## src/rtl/uart_rx_core.sv

```systemverilog
// uart_rx_core: UART receive datapath.
//   Samples the asynchronous rx line through a 2-flop synchronizer, decodes
//   start / DATA_W data bits (LSB first) / optional parity / stop, and presents
//   the word in a holding register drained through a valid/ready handshake.
// Ports:
//   clk, rst                 clock, synchronous active-high reset
//   rx                       serial input, idle high
//   brr_valid, clk_per_bit   strobe + clocks-per-bit (values < 4 clamp to 4)
//   ctrl_valid, parity_en    strobe + parity enable
//   rx_data, parity_err,
//   frame_err, rx_valid      held word and status
//   rx_ready                 consumer accept
//   overrun                  1-cycle pulse when a completed frame is dropped
//   rx_busy                  receiver not idle
module uart_rx_core #(
  parameter int          DATA_W      = 8,
  parameter logic [15:0] DEFAULT_CPB = 16'd868,
  parameter bit          PARITY_ODD  = 1'b0
) (
  input  logic              clk,
  input  logic              rst,
  input  logic              rx,
  input  logic              brr_valid,
  input  logic [15:0]       clk_per_bit,
  input  logic              ctrl_valid,
  input  logic              parity_en,
  output logic [DATA_W-1:0] rx_data,
  output logic              parity_err,
  output logic              frame_err,
  output logic              rx_valid,
  input  logic              rx_ready,
  output logic              overrun,
  output logic              rx_busy
);

  localparam int IW = $clog2(DATA_W + 1);

  typedef enum logic [2:0] {
    S_IDLE,
    S_START,
    S_DATA,
    S_PARITY,
    S_STOP
  } state_t;

  state_t            state, state_nxt;
  logic              rx_m, rx_s, rx_s_d;
  logic [15:0]       cfg_cpb, cpb_act, cnt;
  logic              cfg_par, par_act;
  logic [IW-1:0]     bit_idx;
  logic [DATA_W-1:0] shift;
  logic              perr;

  logic sample, start_det, last_bit, commit;

  assign sample    = (cnt == '0);
  assign start_det = rx_s_d & ~rx_s;
  assign last_bit  = (bit_idx == IW'(DATA_W - 1));
  assign rx_busy   = (state != S_IDLE);

  always_comb begin
    state_nxt = state;
    commit    = 1'b0;
    case (state)
      S_IDLE:   if (start_det) state_nxt = S_START;
      S_START:  if (sample) state_nxt = rx_s ? S_IDLE : S_DATA;
      S_DATA:   if (sample && last_bit) state_nxt = par_act ? S_PARITY : S_STOP;
      S_PARITY: if (sample) state_nxt = S_STOP;
      S_STOP: begin
        if (sample) begin
          state_nxt = S_IDLE;
          commit    = 1'b1;
        end
      end
      default:  state_nxt = S_IDLE;
    endcase
  end

  always_ff @(posedge clk) begin
    if (rst) begin
      state      <= S_IDLE;
      rx_m       <= 1'b1;
      rx_s       <= 1'b1;
      rx_s_d     <= 1'b1;
      cfg_cpb    <= DEFAULT_CPB;
      cfg_par    <= 1'b0;
      cpb_act    <= DEFAULT_CPB;
      par_act    <= 1'b0;
      cnt        <= '0;
      bit_idx    <= '0;
      shift      <= '0;
      perr       <= 1'b0;
      rx_data    <= '0;
      parity_err <= 1'b0;
      frame_err  <= 1'b0;
      rx_valid   <= 1'b0;
      overrun    <= 1'b0;
    end else begin
      rx_m   <= rx;
      rx_s   <= rx_m;
      rx_s_d <= rx_s;
      state  <= state_nxt;

      if (brr_valid) cfg_cpb <= (clk_per_bit < 16'd4) ? 16'd4 : clk_per_bit;
      if (ctrl_valid) cfg_par <= parity_en;

      // Frame config is latched at the start edge; the half-bit load uses the
      // live register because cpb_act is only being written this same cycle.
      if (state == S_IDLE) begin
        if (start_det) begin
          cpb_act <= cfg_cpb;
          par_act <= cfg_par;
          cnt     <= cfg_cpb >> 1;
          perr    <= 1'b0;
        end
      end else if (sample) begin
        cnt <= cpb_act - 16'd1;
      end else begin
        cnt <= cnt - 16'd1;
      end

      if (sample) begin
        case (state)
          S_START:  bit_idx <= '0;
          S_DATA: begin
            shift   <= {rx_s, shift[DATA_W-1:1]};
            bit_idx <= bit_idx + IW'(1);
          end
          S_PARITY: perr <= ^shift ^ rx_s ^ PARITY_ODD;
          default: ;
        endcase
      end

      overrun <= 1'b0;
      if (commit && (!rx_valid || rx_ready)) begin
        rx_data    <= shift;
        parity_err <= perr;
        frame_err  <= ~rx_s;
        rx_valid   <= 1'b1;
      end else if (commit) begin
        overrun <= 1'b1;
      end else if (rx_valid && rx_ready) begin
        rx_valid <= 1'b0;
      end
    end
  end

endmodule

```

## config.mk

```make
export PLATFORM = sky130hd
export DESIGN_NAME = uart_rx_core
export DESIGN_NICKNAME = d
export VERILOG_FILES = /design/src/rtl/uart_rx_core.sv
export SDC_FILE = /design/constraint.sdc
export NUM_CORES = 1
export LEC_CHECK = 0
export BUFFER_PORTS_ARGS = -buffer_cell sky130_fd_sc_hd__buf_2
export CAP_MARGIN = 5
export CORE_ASPECT_RATIO = 1.25
export CORE_MARGIN = 5
export CORE_UTILIZATION = 25
export CTS_CLUSTER_SIZE = 24
export DETAILED_ROUTE_END_ITERATION = 10
export GPL_TIMING_DRIVEN = 0
export PLACE_DENSITY = 0.39
export SLEW_MARGIN = 40
export SYNTH_ARGS = -nofsm -noshare
export SYNTH_HDL_FRONTEND = slang
export SYNTH_SLANG_ARGS = --single-unit
```

## constraint.sdc

```tcl
create_clock -name clk -period 3.6 [get_ports clk]
set_input_delay 0.36 -clock clk [delete_from_list [all_inputs] [get_ports clk]]
set_output_delay 0.36 -clock clk [all_outputs]
set_load 0.01 [all_outputs]
```

==> qor.yml, run 1 <==
grt_setup_unrepaired: "no"
crit_path_max_incr_delay_ps: 490
htreeDepth: 3
ys_ff_latch: 81
finalSetupViolations: 0
ys_async_sr_fraction: 0
dpl_cell_area_um2: 4530
fill_cells: 1816
fin_worst_skew_ps: 6.82
regArea_um2: 1620
fin_util: 0.302
rows: 52
initial_utilization: 0.253
cp_cell_sequence: "nor4_4 -> buf_2 -> and4_1 -> buf_4 -> a21oi_1 -> ha_1 -> and3_1 -> and4_1 -> nand4_1 -> or3b_1"
die_w_um: 124
worst-path-stages: 10
nets: 535
numCtsBuffers: 9
met2_length_um: 6930
routed-via-count: 3660
top_layer_used: "met5"
drv_cap: 0
cp-end-kind: "flip-flop"
avgSynthCellArea_um2: 8.79
mostFrequentLayoutCell: "dfxtp_1"
period_minus_slack_ps: 3230
synthCells: 465
antenna_found_initial: 1
seq_area_frac_synth: 0.397
final_area_um2: 4870
r2r-start: "cnt[2]$_SDFFE_PP0P_"
tritoncts_num_sinks: 81
antenna_left: 0
leakage_nw: 1.93
crit_start: "cnt[2]$_SDFFE_PP0P_"
hold_viol_final: 0
clock_latency_ps: 340
r2r-end: "cnt[12]$_SDFFE_PP0P_"
synth_edf_count: 0
area_growth_pct: 19.2
rrSetupSlack_ps: 370
reg2regPathDepth: 10
wl_met1_um: 5670
grt_util_all_layers: 0.140
drcViolationCount: 0
clk_pin_slew_worst_paths_ps: 70
max_freq_ghz: 0.310
startpoint_type: "flip-flop"
n_antenna_cell: 0
syn-cell-area_um2: 4090
relSlewSlack: 0.516
place_hpwl_um: 9930
cts.root.buffer_cell: "clkbuf_16"
cp_max_fo: 10
met3_length_um: 422
hold_start: "rx"
io_pins: 36
grt_pass1_vias: 3645
synthFlopType: "dfxtp_1"
multi_input_comb_area_um2: 2290
wl_per_cell_um: 18.2
post_cts_resized: 0
power_w: 0.00330
dr.pass1.iters: 4
hp-class: "in -> reg"
cts_tree: "done"
ir_drop_mv: 0.319
crit_required_ps: 3820
critPathTopFamily: "simple AND/OR/NAND/NOR gates"
cp_common_cell: "and4_1"
grt_max_degree: 15
vias_per_cell: 5.01
gp_congestion: 0.812
drive_gt1_frac: 0.157
finalSetupTns_ps: 0
fp.coreArea_um2: 16100
synth_cell_types: 62
min_period_over_period: 0.896
outcome: "complete, no violations"
layout_common_cells: "dfxtp_1 (81), nand2_1 (60), nor2_1 (55), buf_2 (41), mux2i_1 (36)"
setup.worst_path.class: "reg -> reg"
worstMarginPinSlew_ps: 726
cts_buffer_depth: 2
grt_pass1_wl_um: 21100
grt_overflow_total: 0
wirelength_um: 13300
crit_buf_inv: 2
post-cts-setup-buffers: 0
power.density_nw_per_um2: 677
synth_nets: 490
drv_slew: 0
die_area_um2: 19000
dieHeight_um: 153
port_buffers: 34
cp.arrival_ps: 3450
worstSetupEndpoint: "cnt[12]$_SDFFE_PP0P_"
cp_slowest_cell: "nor4_4"
cts_hold_buf: 0
yosysWarnings: 0
drtIter0Drc: 192
[layout make-up]
class	instances	share of cell area
tap	216	0.0555
multi-input combinational	343	0.469
timing repair buffer	34	0.0349
clock buffer	11	0.0519
buffer	33	0.0318
clock inverter	5	0.0177
sequential	81	0.333
inverter	8	0.00616
[stage by stage]
| step | instances | hold WS [ps] | setup slack (ps) |
|---|---|---|---|
| global route | 731 | 212 | 229 |
| finish | 731 | 221 | 373 |
| global placement | 715 | 392 | 371 |
| detailed placement | 715 | 397 | 389 |
| floorplan | 465 | 389 | 1080 |
| CTS | 731 | 207 | 361 |
[report_power, final]
| group | switching (W) | total [W] | internal [W] |
|---|---|---|---|
| logic | 0.000765 | 0.00120 | 0.000435 |
| registers | 0.0000898 | 0.00106 | 0.000967 |
| clock network | 0.000392 | 0.00104 | 0.000651 |
| total | 0.00125 | 0.00330 | 0.00205 |
[synthesized netlist by cell type, types with 6 or more instances]
| library cell | count | area share |
|---|---|---|
| nor4b_1 | 6 | 0.013 |
| inv_1 | 8 | 0.0073 |
| buf_2 | 7 | 0.0086 |
| a211oi_1 | 6 | 0.011 |
| nor3_1 | 10 | 0.012 |
| clkbuf_1 | 17 | 0.016 |
| o21ai_0 | 7 | 0.0086 |
| nand2_1 | 60 | 0.055 |
| nand3_1 | 7 | 0.0086 |
| nor2_1 | 55 | 0.051 |
| nand3b_1 | 6 | 0.011 |
| mux2i_1 | 36 | 0.088 |
| a21oi_1 | 30 | 0.037 |
| nor4_1 | 12 | 0.018 |
| nor2b_1 | 6 | 0.0092 |
| nand2b_1 | 6 | 0.0092 |
| xnor2_1 | 9 | 0.019 |
| dfxtp_1 | 81 | 0.40 |
[per-layer routing]
| layer | global-route usage | up-vias |
|---|---|---|
| li1 | - | 1790 |
| met1 | 0.168 | 1769 |
| met2 | 0.249 | 81 |
| met3 | 0.0206 | 18 |
| met4 | 0.0548 | 2 |
| met5 | 0 | - |
[worst min-delay path by stage]
stage	endpoint	slack (ps)	depth (start not counted)
3_3_place_gp	rx_s$_SDFF_PP1_	390	1
4_1_cts	rx_m$_SDFF_PP1_	210	2
6_report	rx_m$_SDFF_PP1_	220	2
3_5_place_dp	rx_s$_SDFF_PP1_	400	1
2_1_floorplan	rx_s$_SDFF_PP1_	390	1
5_1_grt	rx_m$_SDFF_PP1_	210	2
[state kept, by name, indices dropped and copies added, names as in the netlist, 3 cells and up]
signal   cells
state        3
cfg_cpb     16
cpb_act     16
cnt         16
bit_idx      4
shift        8
rx_data      8
[kinds of logic (layout without fill, tap and decap cells)]
logic type | count (synthesis) | in the layout | synth area share
adder cells (fa/ha/maj) | 2 | 2 | 0.00612
AND/OR/NAND/NOR | 200 | 200 | 0.264
AO/OA/AOI/OAI | 90 | 90 | 0.163
flip-flops | 81 | 81 | 0.397
multiplexers | 39 | 39 | 0.0964
XOR/XNOR | 12 | 12 | 0.0291
buffers and inverters | 41 | 91 | 0.0453
Power figures use the tool's default switching activity.
==> inputs of run 2 (changes only) <==
PLACE_DENSITY = 0.4   (was 0.39)
clock period = 2.9 ns   (was 3.6 ns; I/O delays follow)
==> qor.yml, run 2 (synthesis results as in run 1) <==
largestRegisters: "cfg_cpb: 16 flops, cnt: 16 flops, cpb_act: 16 flops"
io_pins: 36
reg2regPathDepth: 10
fin_worst_skew_ps: 8.53
min_period_over_period: 0.923
hold_start: "rx"
grt.busiest_layer: "met2"
setup.worst_path.class: "reg -> reg"
drcViolationCount: 0
wirelength_um: 12900
place_hpwl_um: 9840
cp_cell_sequence: "nor4_4 -> buf_6 -> and4_4 -> a21oi_1 -> ha_1 -> inv_1 -> or3_1 -> o311ai_0 -> o311a_1 -> a221oi_2"
dr.pass1.iters: 4
worst-path-stages: 10
n_antenna_cell: 0
cts_buffer_depth: 2
mostFrequentLayoutCell: "dfxtp_1"
power_w: 0.00397
grt.met1_usage: 0.160
drv_slew: 0
hp-class: "in -> reg"
grt_overflow_total: 0
crit_path_max_incr_delay_ps: 510
grt_setup_unrepaired: "no"
drive_gt1_frac: 0.166
cts_tree: "done"
fp.coreArea_um2: 16100
cp-end-kind: "flip-flop"
cp.arrival_ps: 2870
dieHeight_um: 153
outcome: "complete, no violations"
tritoncts_num_sinks: 81
die_area_um2: 19000
numCtsBuffers: 9
grt_max_degree: 16
cp_slowest_cell: "dfxtp_1"
initial_utilization: 0.253
r2r-start: "cnt[15]$_SDFFE_PP0P_"
max_freq_ghz: 0.374
crit_required_ps: 3090
ir_drop_mv: 0.310
rrSetupSlack_ps: 220
antenna_found_initial: 0
finalSetupViolations: 0
clock_latency_ps: 340
layout_common_cells: "dfxtp_1 (81), nand2_1 (60), nor2_1 (54), buf_2 (40), mux2i_1 (36)"
cp_max_fo: 13
r2r-end: "cnt[4]$_SDFFE_PP0P_"
nets: 537
power.density_nw_per_um2: 816
startpoint_type: "flip-flop"
routed-via-count: 3638
port_buffers: 34
rows: 52
grt_pass1_vias: 3696
clk_pin_slew_worst_paths_ps: 60
gp_congestion: 0.807
met3_usage: 0.0213
worstMarginPinSlew_ps: 881
drtIter0Drc: 138
period_minus_slack_ps: 2680
hold_depth: 2
die_w_um: 124
htreeDepth: 3
crit_buf_inv: 2
critPathTopFamily: "compound AO/OA/AOI/OAI gates"
cts.root.buffer_cell: "clkbuf_16"
grt_pass1_wl_um: 20700
hold_viol_final: 0
vias_per_cell: 4.96
fin_util: 0.301
drv_cap: 0
area_growth_pct: 18.9
hold_end: "rx_m$_SDFF_PP1_"
wl_per_cell_um: 17.6
relSlewSlack: 0.407
antenna_left: 0
met2_usage: 0.252
grt_util_all_layers: 0.137
leakage_nw: 1.92
==> run 2: changes by cell type in the layout (fill, tap and decap cells not counted), sizes merged <==
| cell | before | now |
|---|---|---|
| buf | 50 | 51 |
| bufinv | 2 | 0 |
| inv | 9 | 10 |
| clkinvlp | 0 | 2 |
==> run 2: report_power, final <==
group | total [W] | internal (W) | leakage [nW] | switching [W]
Combinational | 0.00153 | 0.000595 | 1.12 | 0.000938
Sequential | 0.00132 | 0.00120 | 0.660 | 0.000117
Clock | 0.00111 | 0.000613 | 0.136 | 0.000502
Total | 0.00397 | 0.00241 | 1.92 | 0.00156
==> run 2: area by class of cell <==
cell class | count | area [µm²]
clock inverters | 6 | 50.0
fillers | 1811 | 11300
well taps | 216 | 270
inverters | 8 | 30.0
plain buffers | 32 | 155
repair buffers | 37 | 193
clock buffers | 10 | 239
flip-flops and latches | 81 | 1620
multi-input cells | 343 | 2300
==> run 2: through the flow <==
step           hold slack, ps  area [µm²]  setup TNS, ps  std cells  worst slack [ps]
2_1_floorplan             389        4090              0        465               375
3_3_place_gp              393        4530          -1140        715              -296
3_5_place_dp              399        4530          -1090        715              -298
4_1_cts                   138        4850              0        734              23.8
5_1_grt                   145        4860              0        733              43.2
6_report                  142        4860              0        733               223
==> run 2: repair_timing <==
action | 4_1_cts | 5_1_grt
setup endpoints to repair | 6 | 7
hold buffers | 0 | 0
resized for setup | 3 | 5
buffers inserted | 3 | 0
pin swaps | 3 | 0
==> run 2: metal layers <==
metal / up-vias / part of all wire
li1: 1790 / -
met1: 1733 / 0.41
met2: 88 / 0.52
met3: 27 / 0.042
met4: 0 / 0.026
met5: - / 0
==> run 2: how the worst max path moves through the flow <==
| stage | start | end | slack [ps] |
|---|---|---|---|
| after floorplan | cnt[2]$_SDFFE_PP0P_ | cnt[12]$_SDFFE_PP0P_ | 380 |
| after CTS | cnt[7]$_SDFFE_PP0P_ | cnt[14]$_SDFFE_PP0P_ | 20 |
| final | cnt[15]$_SDFFE_PP0P_ | cnt[4]$_SDFFE_PP0P_ | 220 |
| after detailed placement | cnt[2]$_SDFFE_PP0P_ | cnt[14]$_SDFFE_PP0P_ | -300 |
| after global placement | cnt[2]$_SDFFE_PP0P_ | cnt[14]$_SDFFE_PP0P_ | -300 |
| after global routing | cnt[7]$_SDFFE_PP0P_ | cnt[14]$_SDFFE_PP0P_ | 40 |
